===== config.mk =====
export PLATFORM = sky130hd
export DESIGN_NAME = stack_arbiter
export DESIGN_NICKNAME = d
export VERILOG_FILES = /design/src/rtl/stack_arbiter.sv
export SDC_FILE = /design/constraint.sdc
export NUM_CORES = 1
export LEC_CHECK = 0
export BUFFER_PORTS_ARGS = -buffer_cell sky130_fd_sc_hd__buf_2
export CAP_MARGIN = 20
export CORE_MARGIN = 2
export CORE_UTILIZATION = 47
export DETAILED_ROUTE_END_ITERATION = 7
export PLACE_DENSITY = 0.88
export SYNTH_ARGS = -nofsm -noshare
export SYNTH_HDL_FRONTEND = slang
export SYNTH_SLANG_ARGS = --single-unit

===== constraint.sdc =====
create_clock -name clk -period 2.7 [get_ports clk]
set_clock_uncertainty 0.15 [all_clocks]
set_input_delay 0.675 -clock clk [delete_from_list [all_inputs] [get_ports clk]]
set_output_delay 0.675 -clock clk [all_outputs]
set_load 0.03 [all_outputs]

===== src/rtl/stack_arbiter.sv =====
// stack_arbiter: round-robin sharing of one external 8-deep LIFO between two requesters.
// Ports: clk, rstN (async active-low); req0/1, op0/1 (1=push, 0=pop), wdata0/1 from clients;
//   gnt0/1, rvalid0/1, rdata to clients; stk_push, stk_pop, stk_din to the stack;
//   stk_dout, stk_full, stk_empty from the stack.
// Optional: define STACK_ARB_ERR_EN to add err[1:0], sticky flags for ineligible requests.
module stack_arbiter #(
  parameter int DATA_W = 4
) (
  input  logic              clk,
  input  logic              rstN,
  input  logic              req0,
  input  logic              req1,
  input  logic              op0,
  input  logic              op1,
  input  logic [DATA_W-1:0] wdata0,
  input  logic [DATA_W-1:0] wdata1,
  output logic              gnt0,
  output logic              gnt1,
  output logic              rvalid0,
  output logic              rvalid1,
  output logic [DATA_W-1:0] rdata,
  output logic              stk_push,
  output logic              stk_pop,
  output logic [DATA_W-1:0] stk_din,
  input  logic [DATA_W-1:0] stk_dout,
  input  logic              stk_full,
  input  logic              stk_empty
`ifdef STACK_ARB_ERR_EN
  ,
  output logic [1:0]        err
`endif
);
  typedef enum logic [1:0] {IDLE, ISSUE, RESP} state_t;
  state_t            state_q, state_d;
  logic              last_q, last_d, win_q, win_d, push_q, push_d, pop_q, pop_d;
  logic [1:0]        gnt_q, gnt_d, rvalid_q, rvalid_d, elig;
  logic [DATA_W-1:0] din_q, din_d, rdata_q, rdata_d;
`ifdef STACK_ARB_ERR_EN
  logic [1:0]        err_q, err_d;
`endif
  always_comb begin
    elig     = {req1 & (op1 ? ~stk_full : ~stk_empty), req0 & (op0 ? ~stk_full : ~stk_empty)};
    state_d  = state_q;
    last_d   = last_q;
    win_d    = win_q;
    gnt_d    = 2'b00;
    rvalid_d = 2'b00;
    push_d   = 1'b0;
    pop_d    = 1'b0;
    din_d    = din_q;
    rdata_d  = rdata_q;
`ifdef STACK_ARB_ERR_EN
    err_d    = err_q | ((state_q == IDLE) ? ({req1, req0} & ~elig) : 2'b00);
`endif
    case (state_q)
      IDLE: if (|elig) begin
        // requester 1 wins when it alone is eligible, or both are and 0 went last
        win_d   = elig[1] & (~elig[0] | ~last_q);
        gnt_d   = win_d ? 2'b10 : 2'b01;
        push_d  = win_d ? op1 : op0;
        pop_d   = ~(win_d ? op1 : op0);
        din_d   = win_d ? wdata1 : wdata0;
        state_d = ISSUE;
      end
      ISSUE: begin
        last_d   = win_q;
        rvalid_d = pop_q ? (win_q ? 2'b10 : 2'b01) : 2'b00;
        state_d  = pop_q ? RESP : IDLE;
      end
      RESP: begin
        rdata_d = stk_dout;
        state_d = IDLE;
      end
      default: state_d = IDLE;
    endcase
  end
  always_ff @(posedge clk or negedge rstN) begin
    if (!rstN) begin
      state_q  <= IDLE;
      last_q   <= 1'b1;
      win_q    <= 1'b0;
      gnt_q    <= 2'b00;
      rvalid_q <= 2'b00;
      push_q   <= 1'b0;
      pop_q    <= 1'b0;
      din_q    <= '0;
      rdata_q  <= '0;
`ifdef STACK_ARB_ERR_EN
      err_q    <= 2'b00;
`endif
    end else begin
      state_q  <= state_d;
      last_q   <= last_d;
      win_q    <= win_d;
      gnt_q    <= gnt_d;
      rvalid_q <= rvalid_d;
      push_q   <= push_d;
      pop_q    <= pop_d;
      din_q    <= din_d;
      rdata_q  <= rdata_d;
`ifdef STACK_ARB_ERR_EN
      err_q    <= err_d;
`endif
    end
  end
  assign gnt0     = gnt_q[0];
  assign gnt1     = gnt_q[1];
  assign rvalid0  = rvalid_q[0];
  assign rvalid1  = rvalid_q[1];
  assign stk_push = push_q;
  assign stk_pop  = pop_q;
  assign stk_din  = din_q;
  // the stack's registered data_out only becomes valid during RESP, so pass it
  // straight through then and hold the captured copy otherwise
  assign rdata    = (state_q == RESP) ? stk_dout : rdata_q;
`ifdef STACK_ARB_ERR_EN
  assign err      = err_q;
`endif
endmodule


* Word level (Yosys, flattened, before mapping) *
Index checks and enable logic that the tools add are counted.

word-level totals
  register bits after elaboration = 18
  output and inout port bits = 14
  logic and storage cells = 42
  input bits = 20

cells by class
  reductions and logical operators = 3
  mux-type cells = 18
  eq/ne operators = 3
  bitwise logic cells = 9

operator list
  cell                  number
  $mux W2               8
  $mux W4               2
  $mux W1               7
  $not A1 Y1            5
  $pmux W2 S2           1
  $and A1 B1 Y1         3
  $eq A2 B1 Y1 const B  1
  $eq A2 B2 Y1 const B  1
  $logic_not A2 Y1      1
  $ne A2 B2 Y1 const B  1
  $reduce_and A2 Y1     1
  $reduce_or A2 Y1      1
  $or A1 B1 Y1          1

* Longest topological paths before layout *
  word-level depth = 10
  depth in mapped cells = 4
  mapped depth without buffers = 4

* Worst setup path after synthesis *
OpenSTA, ideal clock, no wires.

  kind = register to output
  start point = reg state_q[1]
  end point = out rdata[0]
  arrival = 1.114 ns
  buffers on the path = 0
  required time = 1.875 ns
  cell stages (with the launch flop) = 3
  slack = 0.761 ns
  path through = dfrtp_1 -> nor2b_1 -> mux2_2

between the ends
  word-level cells in the longest chain between the ends = 2

RTL lines
  what                    line  source
  start, declared         34    state_t state_q, state_d;
  start signal, assigned  92    state_q <= state_d;
  $eq A2 B2 Y1            115   assign rdata = (state_q == RESP) ? stk_dout : rdata_q;
  $mux W4                 115
  end, declared           21    output logic [DATA_W-1:0] rdata,

No other way between the ends.

* Worst setup path in the final report *
  start point = reg state_q[1]
  end point = out rdata[2]

Same word-level chain as after synthesis.

==> impl_metrics.tcl <==
set metrics [dict create \
    wl_mm 1.53 \
    n_antenna_cell 0 \
    overflow 0 \
    design_area_um2 961 \
    io-pin-count 34 \
    clk_pin_slew_ps 100 \
    dp_slack_ps 549 \
    finalCritPeriodShare_pct 91.6 \
    final_cells 110 \
    grt_usage_pct 19.1 \
    die_height_um 43.7 \
    num_rows 14 \
    first_iter_violations 8 \
    cts_buffer_depth 2 \
    leakagePower_nw 0.518 \
    ant_nets 0 \
    r2r_end "stk_pop$_DFF_PN0_" \
    clock_sinks 18 \
    setup_slack_ps 226 \
    cts_setup_buffers 0 \
    rsz0062_at_grt "no" \
    num_vias 589 \
    status "finished clean" \
    pwr_density_cell_nw_per_um2 884 \
    portBuffers 33 \
    required_ps 1880 \
    grt_start_max_net_pins 19 \
    start_util_pct 49.7 \
    via_per_inst 5.35 \
    critPathArrivalTime_ps 1650 \
    worst_setup_path_end_kind "output port" \
    rr_worst_depth 4 \
    clk_latency_ps 290 \
    cts-root-buf "clkbuf_4" \
    crit_slowest_cell "dfrtp_1" \
    dp_hpwl_mm 1.22 \
    remaining_drc_errors 0 \
    cts-resized-gates 0 \
    antenna_found_initial 0 \
    synthesis.area_um2 739 \
    die-area_um2 1910 \
    grt_pass1_vias 622 \
    p_total_mw 0.849 \
    drive_gt1_share_pct 50.0 \
    report.final.hold_viol_count 0 \
    final_util_pct 64.5 \
    setup-violations-final 0 \
    syn_area_per_cell_um2 13.0 \
    synthCells 57 \
    maxSlewViolCount 0 \
    cts_tree "built" \
    numCtsBuffers 3 \
    synth_nets 77 \
    dr.pass1.iters 3 \
    max_freq_mhz 404 \
    seq_area_frac_synth_pct 61.1 \
    core-area_um2 1490 \
    min_path_type "in -> async" \
    synth_cell_type_count 19 \
    cts_hold_buf 0 \
    htree_levels 1 \
    ys_warn_count 0 \
    fin_crit_ps 2470 \
    crit_type "reg -> out" \
    whs_ps 132 \
    ir_drop_uv 538 \
    worst-path-max-fanout 5 \
    tightest_slew_ps 382 \
    cp_cell_sequence "nor2b_1 > mux2_2 > buf_2" \
    area_delta_synth_final_pct 29.9 \
    ys_ff_latch 18 \
    gp_congestion 0.739 \
    relSlewSlack_pct 74.6 \
    wl_per_cell_um 13.9 \
    placed_cells 106 \
    crit_path_start_kind "flip-flop" \
    die_w_um 43.7 \
    rr_startpoint "last_q$_DFFE_PN1P_" \
    grt_pass1_wl_mm 2.64 \
    r2r_slack_ps 1110 \
    drv_cap 0 \
    crit_path_max_incr_delay_ps 440 \
    nets 115 \
    final.setup.tns_ps 0 \
    placed_cell_area_um2 925 \
]
[cell usage in the layout (no fill, tap or decap), types with 2 or more instances in the layout]
cell	instances
a221o_1	4
buf_2	33
clkbuf_4	3
dfrtp_1	17
inv_1	2
mux2_2	5
mux2i_1	2
nand2_1	6
nor2_1	7
nor2b_1	2
nor3_1	2
[state kept, by name (all words and copies together) (netlist names), 2 cells and up]
signal and flops:
rdata_q 4, stk_din 4, gnt_q 2, rvalid_q 2, state_q 2
[logic make-up after synthesis]
logic type	synth area share, %
buffers and inverters	1.02
and+or+nand+nor	12.2
muxes	13.7
AOI/OAI and AO/OA	12.0
DFF	61.1
[worst max path at each step]
stage | start | to | slack [ps] | cells after the start
after floorplan | state_q[1]$_DFFE_PN0P_ | rdata[0] | 760 | 2
after global placement | state_q[1]$_DFFE_PN0P_ | rdata[2] | 570 | 3
after detailed placement | state_q[1]$_DFFE_PN0P_ | rdata[2] | 550 | 3
after CTS | state_q[1]$_DFFE_PN0P_ | rdata[2] | 200 | 3
after global routing | state_q[1]$_DFFE_PN0P_ | rdata[2] | 110 | 3
final | state_q[1]$_DFFE_PN0P_ | rdata[2] | 230 | 3
[critical path, delay by kind of cell, from the launching register on]
| kind | cells | cell delay (ps) |
|---|---|---|
| buf+inv | 1 | 180 |
| mux | 1 | 400 |
| flops | 1 | 440 |
| simple gates | 1 | 340 |
[cell type report]
type / instances / area (µm²)
fill: 115 / 528
inverter: 2 / 7.51
multi-input combinational: 37 / 280
timing repair buffer: 33 / 165
sequential: 18 / 452
tap: 16 / 20.0
clock buffer: 4 / 36.3
[synthesized netlist by cell type (all sizes together)]
master	count	area (µm²)
inv	2	7.51
dfstp	1	26.3
mux2	6	67.6
a221o	4	40.0
nor2	7	26.3
nor3	2	10.0
dfrtp	17	425
and2	1	6.26
nand2	7	28.8
mux2i	3	33.8
nand2b	1	6.26
o211ai	1	12.5
nor2b	2	12.5
a211o	1	17.5
o2111a	1	11.3
a21o	1	7.51
[per-layer routing]
layer	GRT usage [%]	vias to the layer above	routed length [µm]	part of all wire, %
li1	-	277	-	-
met3	7.08	2	94	6.2
met5	0	-	0	0
met2	32.6	26	790	52
met1	21.5	284	627	41
met4	7.27	0	14	0.92
[power breakdown]
group          switching, mW  internal (mW)  total [mW]
registers             0.0364          0.343       0.380
clock network         0.0818         0.0822       0.164
logic                  0.196          0.110       0.305
total                  0.314          0.535       0.849
(Power assumes the default switching activity.)
